<file path="src/rtl/riscv_lsu_pkg.sv">
// Shared definitions for the load/store unit: funct3 size codes, FSM states
// and the size decode used by both the FSM and the lane aligner.
package riscv_lsu_pkg;

    localparam logic [2:0] RW_B   = 3'b000;
    localparam logic [2:0] RW_H   = 3'b001;
    localparam logic [2:0] RW_W   = 3'b010;
    localparam logic [2:0] RW_D   = 3'b011;
    localparam logic [2:0] RW_BU  = 3'b100;
    localparam logic [2:0] RW_HU  = 3'b101;
    localparam logic [2:0] RW_WU  = 3'b110;
    localparam logic [2:0] RW_ILL = 3'b111;

    typedef enum logic [1:0] {
        IDLE = 2'd0,
        REQ  = 2'd1,
        WAIT = 2'd2,
        DONE = 2'd3
    } lsuState_t;

    // Access size in bytes; 0 marks an encoding with no defined size.
    function automatic logic [3:0] sizeBytes(input logic [2:0] rwType);
        case (rwType)
            RW_B, RW_BU: sizeBytes = 4'd1;
            RW_H, RW_HU: sizeBytes = 4'd2;
            RW_W, RW_WU: sizeBytes = 4'd4;
            RW_D:        sizeBytes = 4'd8;
            default:     sizeBytes = 4'd0;
        endcase
    endfunction

endpackage

</file>
<file path="src/rtl/riscv_lsu_align.sv">
// Combinational lane logic: byte enables and store-lane placement for the
// incoming request, load extraction and sign/zero extension for the response.
module riscv_lsu_align
    import riscv_lsu_pkg::*;
#(
    parameter int DATA_WIDTH = 64,
    parameter int BE_WIDTH   = DATA_WIDTH / 8,
    parameter int OFF_W      = $clog2(BE_WIDTH)
) (
    input  logic [2:0]            reqType,
    input  logic [OFF_W-1:0]      reqOff,
    input  logic [DATA_WIDTH-1:0] reqData,
    output logic [BE_WIDTH-1:0]   reqBe,
    output logic [DATA_WIDTH-1:0] reqWdata,
    input  logic [2:0]            rspType,
    input  logic [OFF_W-1:0]      rspOff,
    input  logic [DATA_WIDTH-1:0] rspData,
    output logic [DATA_WIDTH-1:0] rspExt
);

    logic [3:0]            reqSize;
    logic [BE_WIDTH-1:0]   sizeMask;
    logic [DATA_WIDTH-1:0] dataMask;
    logic [DATA_WIDTH-1:0] shifted;

    always_comb begin
        reqSize  = sizeBytes(reqType);
        sizeMask = '0;
        dataMask = '0;
        for (int i = 0; i < BE_WIDTH; i++) begin
            if (i < int'(reqSize)) begin
                sizeMask[i]       = 1'b1;
                dataMask[8*i +: 8] = 8'hFF;
            end
        end
        reqBe    = sizeMask << reqOff;
        reqWdata = (reqData & dataMask) << {reqOff, 3'b000};
    end

    always_comb begin
        shifted = rspData >> {rspOff, 3'b000};
        case (rspType)
            RW_B:    rspExt = DATA_WIDTH'($signed(shifted[7:0]));
            RW_H:    rspExt = DATA_WIDTH'($signed(shifted[15:0]));
            RW_W:    rspExt = DATA_WIDTH'($signed(shifted[31:0]));
            RW_BU:   rspExt = DATA_WIDTH'(shifted[7:0]);
            RW_HU:   rspExt = DATA_WIDTH'(shifted[15:0]);
            RW_WU:   rspExt = DATA_WIDTH'(shifted[31:0]);
            default: rspExt = shifted;
        endcase
    end

endmodule

</file>
<file path="src/rtl/riscv_lsu.sv">
// M-stage load/store unit: validates the core request, runs one bus
// transaction at a time and returns the extended load result.
//
// state | meaning
// IDLE  | accept core request; illegal/misaligned ones fault here
// REQ   | bus_req_valid held with registered fields until accepted
// WAIT  | waiting for bus_rsp_valid; capture data or error
// DONE  | one cycle: stall released, result (or fault) presented
module riscv_lsu
    import riscv_lsu_pkg::*;
#(
    parameter int DATA_WIDTH = 64,
    parameter int ADDR_WIDTH = 64,
    parameter int BE_WIDTH   = DATA_WIDTH / 8
) (
    input  logic                  clk,
    input  logic                  rst_n,
    input  logic                  R_en,
    input  logic                  W_en,
    input  logic [ADDR_WIDTH-1:0] ram_addr,
    input  logic [DATA_WIDTH-1:0] Wr_mem_data,
    input  logic [2:0]            RW_type,
    output logic [DATA_WIDTH-1:0] Rd_mem_data,
    output logic                  stall,
    output logic                  fault,
    output logic                  bus_req_valid,
    input  logic                  bus_req_ready,
    output logic                  bus_we,
    output logic [ADDR_WIDTH-1:0] bus_addr,
    output logic [BE_WIDTH-1:0]   bus_be,
    output logic [DATA_WIDTH-1:0] bus_wdata,
    input  logic                  bus_rsp_valid,
    input  logic [DATA_WIDTH-1:0] bus_rsp_data,
    input  logic                  bus_rsp_err
);

    localparam int OFF_W = $clog2(BE_WIDTH);

    lsuState_t             state, stateNext;
    logic                  reqAny, reqLegal, reqAligned, reqOk, reqBad;
    logic [3:0]            reqSize;
    logic [2:0]            rwTypeQ;
    logic [OFF_W-1:0]      offQ;
    logic                  errQ;
    logic [DATA_WIDTH-1:0] rdataQ;
    logic [BE_WIDTH-1:0]   beNext;
    logic [DATA_WIDTH-1:0] wdataNext;
    logic [DATA_WIDTH-1:0] rspExt;

    riscv_lsu_align #(
        .DATA_WIDTH(DATA_WIDTH),
        .BE_WIDTH  (BE_WIDTH),
        .OFF_W     (OFF_W)
    ) u_align (
        .reqType (RW_type),
        .reqOff  (ram_addr[OFF_W-1:0]),
        .reqData (Wr_mem_data),
        .reqBe   (beNext),
        .reqWdata(wdataNext),
        .rspType (rwTypeQ),
        .rspOff  (offQ),
        .rspData (bus_rsp_data),
        .rspExt  (rspExt)
    );

    // Doubleword and WU only exist on a 64-bit datapath.
    always_comb begin
        reqAny     = R_en | W_en;
        reqSize    = sizeBytes(RW_type);
        reqLegal   = (RW_type != RW_ILL) &&
                     !(DATA_WIDTH == 32 && (RW_type == RW_D || RW_type == RW_WU));
        reqAligned = ((ram_addr[OFF_W-1:0] & OFF_W'(reqSize - 4'd1)) == '0);
        reqOk      = reqAny && reqLegal && reqAligned;
        reqBad     = reqAny && !(reqLegal && reqAligned);
    end

    always_ff @(posedge clk or negedge rst_n) begin
        if (!rst_n) state <= IDLE;
        else        state <= stateNext;
    end

    always_comb begin
        stateNext = state;
        case (state)
            IDLE: if (reqOk)         stateNext = REQ;
            REQ:  if (bus_req_ready) stateNext = WAIT;
            WAIT: if (bus_rsp_valid) stateNext = DONE;
            DONE:                    stateNext = IDLE;
            default:                 stateNext = IDLE;
        endcase
    end

    always_ff @(posedge clk or negedge rst_n) begin
        if (!rst_n) begin
            bus_we    <= 1'b0;
            bus_addr  <= '0;
            bus_be    <= '0;
            bus_wdata <= '0;
            rwTypeQ   <= RW_B;
            offQ      <= '0;
            errQ      <= 1'b0;
            rdataQ    <= '0;
        end else begin
            if (state == IDLE && reqOk) begin
                bus_we    <= W_en;
                bus_addr  <= {ram_addr[ADDR_WIDTH-1:OFF_W], {OFF_W{1'b0}}};
                bus_be    <= beNext;
                bus_wdata <= wdataNext;
                rwTypeQ   <= RW_type;
                offQ      <= ram_addr[OFF_W-1:0];
            end
            if (state == WAIT && bus_rsp_valid) begin
                errQ   <= bus_rsp_err;
                rdataQ <= (bus_rsp_err || bus_we) ? '0 : rspExt;
            end
        end
    end

    always_comb begin
        bus_req_valid = 1'b0;
        stall         = 1'b0;
        fault         = 1'b0;
        Rd_mem_data   = '0;
        case (state)
            IDLE: begin
                stall = rst_n && reqOk;
                fault = rst_n && reqBad;
            end
            REQ: begin
                bus_req_valid = 1'b1;
                stall         = 1'b1;
            end
            WAIT: stall = 1'b1;
            DONE: begin
                fault       = errQ;
                Rd_mem_data = rdataQ;
            end
            default: ;
        endcase
    end

endmodule

</file>
<file path="config.mk">
export PLATFORM = sky130hd
export DESIGN_NAME = riscv_lsu
export DESIGN_NICKNAME = d
export VERILOG_FILES = /design/src/rtl/riscv_lsu_pkg.sv /design/src/rtl/riscv_lsu_align.sv /design/src/rtl/riscv_lsu.sv
export SDC_FILE = /design/constraint.sdc
export NUM_CORES = 1
export LEC_CHECK = 0
export BUFFER_PORTS_ARGS = -buffer_cell sky130_fd_sc_hd__buf_2
export CORE_MARGIN = 2
export CORE_UTILIZATION = 45
export CTS_CLUSTER_SIZE = 12
export DETAILED_ROUTE_END_ITERATION = 12
export PLACE_DENSITY = 0.7
export SLEW_MARGIN = 20
export SYNTH_ARGS = -nofsm -noshare
export SYNTH_HDL_FRONTEND = slang
export SYNTH_SLANG_ARGS = --single-unit
</file>
<file path="constraint.sdc">
create_clock -name clk -period 3.1 [get_ports clk]
set_clock_uncertainty 0.2 [all_clocks]
set_input_delay 0 -clock clk [delete_from_list [all_inputs] [get_ports clk]]
set_output_delay 0 -clock clk [all_outputs]
set_load 0.02 [all_outputs]
</file>
==> summary.txt, run 1 <==
Outcome = complete, but fails checks
Failing checks = hold timing
Hold Crit Class = input pin to flip-flop
Post-layout nets = 2,140
Critical Path Stages = 6
Vias in the first global route = 13,780
Fin area = 17,720 µm²
Initial antenna violation count = 6
CP max stage delay = 560 ps
Port-buffer cells = 402
Arrival time at the worst endpoint = 3200 ps
CTS H-tree lvls = 1
Core area = 26,130 µm²
Placed insts = 1,985
Worst Setup End Kind = flip-flop
CTS buffer count = 25
Sequential area share after synthesis = 0.4301
Endpoints failing setup = 0
Layout Cells excl Fill = 2,286
Syn avg cell area = 9.055 µm²
Slowest-stage cell, CP = dlygate4sd3_1
Final Max Slew Viols = 0
Sequential fraction of design power = 0.302
Largest net degree at the start of global routing = 97
Top_reg_cell synth = dfrtp_1
FF-to-FF setup slack = 110 ps
Clock Path Buffers = 3
Required time of the critical path = 3300 ps
I/O pins = 406
Critical Path Start Type = flip-flop
Die width = 167.6 µm
Hold slack = -5.774 ps
Synth Register Bits = 207
Share of cells above drive strength 1 = 0.2914
Placed wire-length estimate = 31,010 µm
Worst Setup EP = rdataQ[20]
Fmax = 334.3 MHz
Synth cell types = 70
Drt drc = 0
Vias = 13,550
Gate Count Post-Synth = 1,330
Async SR Flop Fraction = 1.000
Worst Tran Pin Value = 847.0 ps
RSZ-0062 raised after global routing = false
DRT Pass-1 Iters = 8
Clock latency on the worst-skew pair = 520 ps
Combinational fraction of design power = 0.500
First-pass GRT wire length = 74,490 µm
Hold Path Stages = 4
Reg clk slew, reported paths = 60 ps
Setup crit start = offQ[1]
P&R area growth vs syn = 47.12%
Starting Density = 0.4608
Via density = 5.927
CP Max Fanout = 47
GPL Wtd Cong = 0.9605
Cell family with most CP delay = buffers and inverters
Reg-to-reg endpoint = rdataQ[20]
Register area = 5184 µm²
Num rows = 59
Die ar. = 28,090 µm²
Placed Instance Area = 14,330 µm²
Avg WL per Cell = 20.94 µm
Sw power = 6695 µW
Internal = 8872 µW
Crit path cell chain = buf_6, mux2_2, dlygate4sd3_1, a21oi_1, o22ai_1, a221o_1
Worst reg-to-reg path cell count = 6
Root Buffer Master = clkbuf_16
Setup TNS = 0 ps
Utilization after layout = 0.6780
Max cap viols = 0
Total Routed Length = 47,870 µm
Warnings, synthesis = 0
P per Cell Area = 878.7 nW/µm²
CTS tree = done
Multi-input logic area = 6346 µm²
Rel. slew slack = 0.4353
Layout fillers = 1,995
Max IR drop VDD = 0.6342 mV
Mapped cell area = 12,040 µm²
Global Route Usage Sum = 0.3341
Clk sink count = 207
GRT Residual Overflow = 0
Endpoints failing hold = 1
Final Cycle Share = 0.9649
Antenna-violating nets left = 0
Net Sw Frac = 0.4301
Buf+Inv Stages, Crit Path = 2
Post-CTS Setup Inserts = 0
Leak Pwr = 0.008668 µW
Starting DRT DRC Count = 1,521
Die Ht = 167.6 µm
Setup CP Type = flip-flop to flip-flop
Worst r2r src = offQ[1]
Post-synth EDFFs = 0
Clk network pwr share = 0.197
Min Tclk post-route = 2991 ps
==> stage by stage <==
| stage | power, µW | setup WS (ps) |
|---|---|---|
| floorplan | 9415 | 269.7 |
| global placement | 11640 | 394.8 |
| detailed placement | 11780 | 323.2 |
| CTS | 15330 | 14.55 |
| global route | 16410 | 28.13 |
| finish | 15570 | 108.7 |
==> routing by layer <==
metal | part of all wire | GRT usage | vias to the layer above
met3 | 0.10 | 0.08721 | 279
met1 | 0.36 | 0.3905 | 6292
met4 | 0.066 | 0.2095 | 4
li1 | - | - | 6016
met5 | 0.00056 | 0 | -
met2 | 0.47 | 0.5501 | 959
==> cells in the mapped netlist (3+ instances only) <==
library cell | n | area (µm²)
mux2i_1 | 47 | 470.5
a31oi_1 | 12 | 75.07
a32oi_1 | 8 | 70.07
nor2_1 | 42 | 157.7
a211o_1 | 6 | 52.55
a21o_1 | 3 | 22.52
nor3_1 | 4 | 20.02
or3_1 | 3 | 18.77
buf_2 | 16 | 80.08
ha_1 | 9 | 112.6
nor2b_1 | 9 | 56.30
a2bb2oi_1 | 7 | 61.31
and3_1 | 5 | 31.28
and2_1 | 86 | 538.0
a221oi_1 | 31 | 271.5
a311o_1 | 7 | 70.07
o31ai_1 | 10 | 75.07
a21oi_1 | 61 | 305.3
or2_2 | 10 | 62.56
a211oi_1 | 19 | 142.6
nor4b_1 | 7 | 61.31
o32a_1 | 8 | 80.08
inv_1 | 9 | 33.78
nand2_1 | 302 | 1134
buf_6 | 4 | 45.04
a221o_1 | 34 | 340.3
a22o_1 | 30 | 262.8
o21ai_2 | 24 | 210.2
nand3_1 | 15 | 75.07
nand2b_1 | 9 | 56.30
mux4_2 | 8 | 180.2
a22oi_1 | 19 | 142.6
o21a_1 | 3 | 22.52
o22ai_1 | 16 | 100.1
clkbuf_1 | 87 | 326.6
nand4_1 | 10 | 62.56
mux2_2 | 27 | 304.0
buf_4 | 3 | 22.52
buf_1 | 13 | 48.80
dfrtp_1 | 207 | 5180
o211ai_1 | 4 | 30.03
o21ai_0 | 65 | 325.3
==> power by group through the flow <==
stage,clock network [µW],registers [µW],logic (µW)
6_report,3070,4710,7790
3_5_place_dp,0,4680,7090
3_3_place_gp,0,4660,6980
2_1_floorplan,0,5510,3910
5_1_grt,3240,4840,8330
4_1_cts,3110,4660,7560
==> worst min-delay path by stage <==
| stage | slack [ps] | to | startpoint |
|---|---|---|---|
| 4_1_cts | 0.1 | bus_addr[14] | ram_addr[14] |
| 3_5_place_dp | -60 | rdataQ[61] | rst_n |
| 5_1_grt | 3 | bus_addr[4] | ram_addr[4] |
| 3_3_place_gp | -60 | rdataQ[7] | rst_n |
| 2_1_floorplan | -500 | bus_addr[10] | rst_n |
| 6_report | -6 | bus_addr[4] | ram_addr[4] |
==> cells by family after synthesis <==
logic type      after synthesis  synth area share
compound gates              384            0.2364
fa+ha+maj                     9          0.009351
buf+inv                     133           0.04654
flops                       207            0.4301
mux                          83           0.08052
other cells                   1         0.0003114
simple gates                513            0.1968
==> worst min-delay path: cells and delay by family <==
family,cells,cell delay (ps)
buf+inv,2,600
simple gates,2,80
==> area by class of cell <==
| type | instances | share of cell area |
|---|---|---|
| antenna | 5 | 0.0007062 |
| clock buffer | 36 | 0.03990 |
| clock inverter | 8 | 0.008121 |
| inverter | 10 | 0.002119 |
| multi-input combinational | 993 | 0.3582 |
| sequential | 207 | 0.2926 |
| tap | 335 | 0.02366 |
| timing repair buffer | 692 | 0.2747 |
==> cells in the final DEF (no fill, tap or decap), types with 9 or more instances in the layout <==
master	n
mux2i_1	47
o31ai_1	10
buf_2	401
dfrtp_1	204
inv_1	9
o22ai_1	16
a31oi_1	12
clkbuf_16	25
and2_1	85
nand2_1	301
or2_2	10
a22oi_1	19
nand2b_1	9
nand3_1	15
nor2_1	42
o21ai_2	24
o21ai_0	64
a211oi_1	19
a21oi_1	61
nand4_1	10
a221o_1	33
buf_4	35
a22o_1	30
dlygate4sd3_1	251
nor2b_1	9
a221oi_1	31
mux2_2	27
ha_1	9
==> timing repair <==
| item | 4_1_cts | 5_1_grt |
|---|---|---|
| hold endpoints to repair | 298 | 0 |
| endpoints found under the setup margin | 0 | 13 |
| resized for setup | 0 | 5 |
| hold buffers | 251 | 0 |
==> state kept, by name, indices dropped and copies added, names as in the netlist <==
signal     count
rdataQ        64
errQ           1
bus_we         1
offQ           3
bus_addr      61
rwTypeQ        3
bus_wdata     64
state          2
bus_be         8
Note: power is estimated with default switching activity, not from simulation.
==> inputs of run 2 (changes only) <==
==> constraint.sdc (replaced) <==
create_clock -name clk -period 3.1 [get_ports clk]
set_clock_uncertainty 0.2 [all_clocks]
set_input_delay 0.31 -clock clk [delete_from_list [all_inputs] [get_ports clk]]
set_output_delay 0.31 -clock clk [all_outputs]
set_load 0.02 [all_outputs]
==> run 2 against run 1 <==
  * The flow now finishes without violations
  * Hold slack improved by 39 ps
  * Register-to-register slack improved by 220 ps
  * Sequential power rose by 2%
  * Power fell by 4.1%
  * Combinational power fell by 6.4%
  * Core utilization fell by 6.8 points
  * Global-route usage fell by 2.3 points
  * Non-clock buffer count fell by 170
  * Critical endpoint is now rdataQ[61]
==> summary.txt, run 2 (synthesis gave the netlist of run 1 again) <==
Outcome = completed (was complete, but fails checks)
DRT Pass-1 Iters = 6 (was 8)
Final Power = 14,920 µW (was 15,570 µW)
Port-buffer cells = 402 (unchanged)
GPL Wtd Cong = 1.052 (was 0.9605)
Slowest-stage cell, CP = dfrtp_2 (was dlygate4sd3_1)
Layer with the highest usage = met2 (unchanged)
Min Tclk post-route = 2773 ps (was 2991 ps)
Die ar. = 28,090 µm² (unchanged)
Final Cycle Share = 0.8946 (was 0.9649)
Largest registers = bus_wdata x64, rdataQ x64, bus_addr x61 (unchanged)
Final Max Slew Viols = 0 (unchanged)
Hold Path Origin = Wr_mem_data[45] (was ram_addr[4])
Antenna-violating nets left = 0 (unchanged)
GRT Residual Overflow = 0 (unchanged)
Vias = 12,600 (was 13,550)
Hold Buf Count CTS = 77 (was 251)
Post-layout nets = 1,968 (was 2,140)
First-pass GRT wire length = 68,900 µm (was 74,490 µm)
Met1 capacity usage during global routing = 0.3873 (was 0.3905)
Starting DRT DRC Count = 1,312 (was 1,521)
Vias in the first global route = 12,170 (was 13,780)
Clock latency on the worst-skew pair = 500 ps (was 520 ps)
Layout fillers = 2,205 (was 1,995)
Setup CP Type = flip-flop to flip-flop (unchanged)
Utilization after layout = 0.6105 (was 0.6780)
CTS tree = done (unchanged)
Share of cells above drive strength 1 = 0.3211 (was 0.2914)
CP Max Fanout = 32 (was 47)
Total Routed Length = 45,570 µm (was 47,870 µm)
Starting Density = 0.4608 (unchanged)
Placed wire-length estimate = 32,470 µm (was 31,010 µm)
Pre-CTS setup slack = 120.4 ps (was 323.2 ps)
CP max stage delay = 510 ps (was 560 ps)
Fmax = 360.6 MHz (was 334.3 MHz)
Crit path cell chain = mux2_2, mux4_2, and3_4, a2111oi_4, buf_12, o31ai_1 (was buf_6, mux2_2, dlygate4sd3_1, a21oi_1, o22ai_1, a221o_1)
Hold Crit Class = input pin to flip-flop (unchanged)
Rel. slew slack = 0.3866 (was 0.4353)
Setup TNS = 0 ps (unchanged)
Post-CTS Setup Inserts = 0 (unchanged)
Reg clk slew, reported paths = 70 ps (was 60 ps)
Die Ht = 167.6 µm (unchanged)
CTS H-tree lvls = 1 (unchanged)
Post-cts sizing count = 0 (unchanged)
Final worst setup slack = 326.9 ps (was 108.7 ps)
Global Route Usage Sum = 0.3107 (was 0.3341)
Max cap viols = 0 (unchanged)
Worst Setup End Kind = flip-flop (unchanged)
CTS buffer count = 24 (was 25)
Clock Path Buffers = 3 (unchanged)
Met3 track demand over resource = 0.05578 (was 0.08721)
Largest net degree at the start of global routing = 104 (was 97)
Num rows = 59 (unchanged)
Initial antenna violation count = 4 (was 6)
Max IR drop VDD = 0.7460 mV (was 0.6342 mV)
M2 GR Usage = 0.5288 (was 0.5501)
Clk sink count = 207 (unchanged)
Setup crit start = offQ[1] (unchanged)
Worst r2r src = offQ[1] (unchanged)
P per Cell Area = 935.4 nW/µm² (was 878.7 nW/µm²)
Required time of the critical path = 3250 ps (was 3300 ps)
Root Buffer Master = clkbuf_16 (unchanged)
Commonest non-fill, non-tap cell in the layout = buf_2 (unchanged)
P&R area growth vs syn = 32.47% (was 47.12%)
Endpoints failing setup = 0 (unchanged)
Via density = 5.979 (was 5.927)
Drt drc = 0 (unchanged)
Avg WL per Cell = 21.62 µm (was 20.94 µm)
RSZ-0062 raised after global routing = false (unchanged)
Arrival time at the worst endpoint = 2920 ps (was 3200 ps)
Leak Pwr = 0.007923 µW (was 0.008668 µW)
Endpoints failing hold = 0 (was 1)
I/O pins = 406 (unchanged)
Most frequent cells in the layout = buf_2 (401), nand2_1 (301), dfrtp_1 (204), and2_1 (86), dlygate4sd3_1 (77) (was buf_2 (401), nand2_1 (301), dlygate4sd3_1 (251), dfrtp_1 (204), and2_1 (85))
Die width = 167.6 µm (unchanged)
Worst Tran Pin Value = 913.1 ps (was 847.0 ps)
Critical Path Start Type = flip-flop (unchanged)
Core area = 26,130 µm² (unchanged)
## run 2: final cells by class
class / count / area, µm² / area share
Antenna cell: 4 / 10.01 / 0.0006275
Clock buffer: 32 / 701.9 / 0.04400
Clock inverter: 6 / 82.58 / 0.005176
Inverter: 10 / 37.54 / 0.002353
Multi-Input combinational cell: 992 / 6340 / 0.3974
Sequential cell: 207 / 5184 / 0.3249
Tap cell: 335 / 419.2 / 0.02627
Timing Repair Buffer: 522 / 3178 / 0.1992
## run 2: through the flow
stage / hold slack [ps] / instance area, µm² / std cells
after floorplan: -185.6 / 12050 / 1332
after detailed placement: 72.02 / 14380 / 1989
after global placement: 71.67 / 14380 / 1989
after global routing: 38.85 / 15950 / 2108
final: 32.94 / 15950 / 2108
after CTS: 21.48 / 15940 / 2104
## run 2: path summary, 6_finish.rpt
path | endpoint | slack [ps] | depth (start not counted)
setup / recovery | rdataQ[61] | 330 | 6
max in group asynchronous | bus_wdata[31] | 1500 | 3
hold / removal | bus_wdata[53] | 30 | 4
min in group asynchronous | state[1] | 120 | 2
hold reg to reg | bus_addr[6] | 270 | 2
setup reg to reg | rdataQ[61] | 330 | 6
## run 2: power breakdown
group	leakage (µW)	internal [µW]	switching (µW)	total, µW
Sequential	0.00269	3920	878	4800
Clock	0.000387	1730	1110	2840
Combinational	0.00485	2720	4560	7290
## run 2: metal layers
layer	share of wire	routed length, µm
met5	0	0
met4	0.048	2191
met3	0.089	4068
met2	0.48	21750
met1	0.39	17560
## run 2: worst max-delay path, delay by kind of cell (launching register included)
family | cells | cell delay [ps]
buf+inv | 1 | 290
mux | 2 | 870
flops | 1 | 510
compound gates | 2 | 520
simple gates | 1 | 210
==> inputs of run 3 (changes only) <==
--- a/config.mk
+++ b/config.mk
@@ -10,8 +10,9 @@
 export CORE_UTILIZATION = 45
 export CTS_CLUSTER_SIZE = 12
 export DETAILED_ROUTE_END_ITERATION = 12
-export PLACE_DENSITY = 0.7
+export PLACE_DENSITY = 0.69
 export SLEW_MARGIN = 20
 export SYNTH_ARGS = -nofsm -noshare
 export SYNTH_HDL_FRONTEND = slang
+export SYNTH_HIERARCHICAL = 1
 export SYNTH_SLANG_ARGS = --single-unit
==> run 3 against run 2 <==
  * Via count decreased by 8.1%
  * Sequential cell count unchanged
  * Fmax increased by 4.9%
  * Power increased by 4.5%
  * Largest power group unchanged
  * Routed wire length decreased by 1.9%
==> summary.txt, run 3 <==
Leak Pwr = 0.008362 µW (was 0.007923 µW)
Placed wire-length estimate = 31,110 µm (was 32,470 µm)
Global Route Usage Sum = 0.2845 (was 0.3107)
Sequential area share after synthesis = 0.3988 (was 0.4301)
CTS tree = done (unchanged)
CP Max Fanout = 48 (was 32)
Fin area = 16,880 µm² (was 15,950 µm²)
DRT Pass-1 Iters = 5 (was 6)
Synth area leaders = dfrtp_1 (40%), mux2_4 (13%), mux4_2 (5.0%) (was dfrtp_1 (43%), nand2_1 (9.4%), and2_1 (4.5%))
Root Buffer Master = clkbuf_16 (unchanged)
Die width = 173.9 µm (was 167.6 µm)
Hold Crit Class = input pin to flip-flop (unchanged)
Commonest non-fill, non-tap cell in the layout = buf_2 (unchanged)
Core area = 28,550 µm² (was 26,130 µm²)
Outcome = completed (unchanged)
Top-area cell type share of the netlist area = 0.3988 (was 0.4301)
Clk sink count = 207 (unchanged)
Die ar. = 30,240 µm² (was 28,090 µm²)
Max IR drop VDD = 0.5752 mV (was 0.7460 mV)
Worst Tran Pin Value = 802.9 ps (was 913.1 ps)
Hold Path Origin = Wr_mem_data[2] (was Wr_mem_data[45])
Setup crit start = offQ[1] (unchanged)
Max cap viols = 0 (unchanged)
Die Ht = 173.9 µm (was 167.6 µm)
I/O pins = 406 (unchanged)
Rel. slew slack = 0.4648 (was 0.3866)
Placed Instance Area = 15,320 µm² (was 14,380 µm²)
Avg WL per Cell = 22.67 µm (was 21.62 µm)
Initial antenna violation count = 2 (was 4)
CTS H-tree lvls = 1 (unchanged)
Arrival time at the worst endpoint = 2890 ps (was 2920 ps)
Utilization after layout = 0.5913 (was 0.6105)
Most frequent cells in the layout = buf_2 (401), dfrtp_1 (205), mux2_4 (110), and2_1 (74), a22o_1 (73) (was buf_2 (401), nand2_1 (301), dfrtp_1 (204), and2_1 (86), dlygate4sd3_1 (77))
Post-synth top cells = dfrtp_1 (207), mux2_4 (110), and2_1 (74) (was nand2_1 (302), dfrtp_1 (207), clkbuf_1 (87))
Hold slack = 5.055 ps (was 32.94 ps)
Share of cells above drive strength 1 = 0.4253 (was 0.3211)
CTS buffer count = 25 (was 24)
Synth cell types = 61 (was 70)
Via density = 5.872 (was 5.979)
Clock Path Buffers = 3 (unchanged)
RSZ-0062 raised after global routing = false (unchanged)
Largest net degree at the start of global routing = 100 (was 104)
Num rows = 62 (was 59)
Starting Density = 0.4550 (was 0.4608)
Total Routed Length = 44,700 µm (was 45,570 µm)
Critical Path Start Type = flip-flop (unchanged)
Warnings, synthesis = 6 (was 0)
Starting DRT DRC Count = 1,098 (was 1,312)
Synth Register Bits = 207 (unchanged)
Vias in the first global route = 11,500 (was 12,170)
P per Cell Area = 923.8 nW/µm² (was 935.4 nW/µm²)
Antenna-violating nets left = 0 (unchanged)
First-pass GRT wire length = 67,690 µm (was 68,900 µm)
Final Cycle Share = 0.8527 (was 0.8946)
Setup CP Type = flip-flop to flip-flop (unchanged)
Min Tclk post-route = 2643 ps (was 2773 ps)
Async SR Flop Fraction = 1.000 (unchanged)
GPL Wtd Cong = 0.9376 (was 1.052)
Post-cts sizing count = 0 (unchanged)
P&R area growth vs syn = 29.95% (was 32.47%)
Reg clk slew, reported paths = 60 ps (was 70 ps)
Worst r2r src = offQ[1] (unchanged)
Mapped cell area = 12,990 µm² (was 12,040 µm²)
Top_reg_cell synth = dfrtp_1 (unchanged)
Post-synth EDFFs = 0 (unchanged)
Gate Count Post-Synth = 1,146 (was 1,330)
Setup TNS = 0 ps (unchanged)
Largest registers = bus_wdata x64, rdataQ x64, bus_addr x61 (unchanged)
Top-count cell post-synth = dfrtp_1 (was nand2_1)
Syn avg cell area = 11.34 µm² (was 9.055 µm²)
Fmax = 378.3 MHz (was 360.6 MHz)
Endpoints failing setup = 0 (unchanged)
Port-buffer cells = 402 (unchanged)
Drt drc = 0 (unchanged)
Post-synth top area cell = dfrtp_1 (unchanged)
Worst Setup End Kind = flip-flop (unchanged)
Post-layout nets = 1,779 (was 1,968)
Final Max Slew Viols = 0 (unchanged)
Post-CTS Setup Inserts = 0 (unchanged)
Clock latency on the worst-skew pair = 530 ps (was 500 ps)
GRT Residual Overflow = 0 (unchanged)
Endpoints failing hold = 0 (unchanged)
Vias = 11,580 (was 12,600)
Hold Buf Count CTS = 72 (was 77)
Required time of the critical path = 3340 ps (was 3250 ps)
-- run 3: metal layers --
| metal | wire, µm | vias to the layer above | GRT usage | part of all wire |
|---|---|---|---|---|
| met5 | 13 | - | 0 | 0.00029 |
| met4 | 1806 | 2 | 0.1075 | 0.040 |
| met3 | 3403 | 101 | 0.05009 | 0.076 |
| met2 | 21880 | 600 | 0.4844 | 0.49 |
| met1 | 17590 | 5739 | 0.3626 | 0.39 |
| li1 | - | 5138 | - | - |
-- run 3: layout make-up --
| type | instances | area (µm²) |
|---|---|---|
| multi-input cells | 813 | 7212 |
| diodes | 1 | 2.502 |
| flip-flops and latches | 207 | 5182 |
| clock buffers | 38 | 774.5 |
| well taps | 384 | 480.5 |
| fillers | 2456 | 11670 |
| inverters | 6 | 22.52 |
| repair buffers | 518 | 3147 |
| clock inverters | 5 | 58.81 |
-- run 3: logic make-up (layout without fill, tap and decap cells) --
logic type               count (synthesis)  in the layout  synth area share
adder cells (fa/ha/maj)                  6              6          0.005779
multiplexers                           253            253            0.2714
AO/OA/AOI/OAI                          258            258            0.1487
AND/OR/NAND/NOR                        293            293            0.1255
flip-flops                             207            207            0.3988
other                                    1              4         0.0002887
buffers and inverters                  128            567           0.04951
-- run 3: final timing paths --
| path | to | slack [ps] | depth (start not counted) |
|---|---|---|---|
| hold / removal | bus_wdata[2] | 5 | 3 |
| hold reg to reg | bus_wdata[39] | 280 | 1 |
| setup reg to reg | rdataQ[50] | 460 | 5 |
| max in group asynchronous | bus_wdata[13] | 1630 | 3 |
| setup / recovery | rdataQ[50] | 460 | 5 |
| min in group asynchronous | bus_addr[8] | 130 | 2 |
-- run 3: metrics by stage --
step                      std cells  worst slack, ps  power [µW]
after detailed placement       1856            501.5       12430
after CTS                      1971            485.3       15560
after global placement         1856            571.1       12290
final                          1972            456.6       15590
after global routing           1972            313.1       16370
after floorplan                1148            647.1       10020
-- run 3: where the power goes --
part	switching, µW	internal, µW	total, µW
Sequential	864	3890	4760
Clock	1190	1790	2980
Combinational	4270	3580	7850
Total	6330	9270	15600
-- run 3: critical path, cell delays in order (launching register included) --
cell and delay, ps:
dfrtp_2 510, nand2b_1 200, mux4_2 480, or4b_4 780, o2111ai_1 210, a22o_1 160
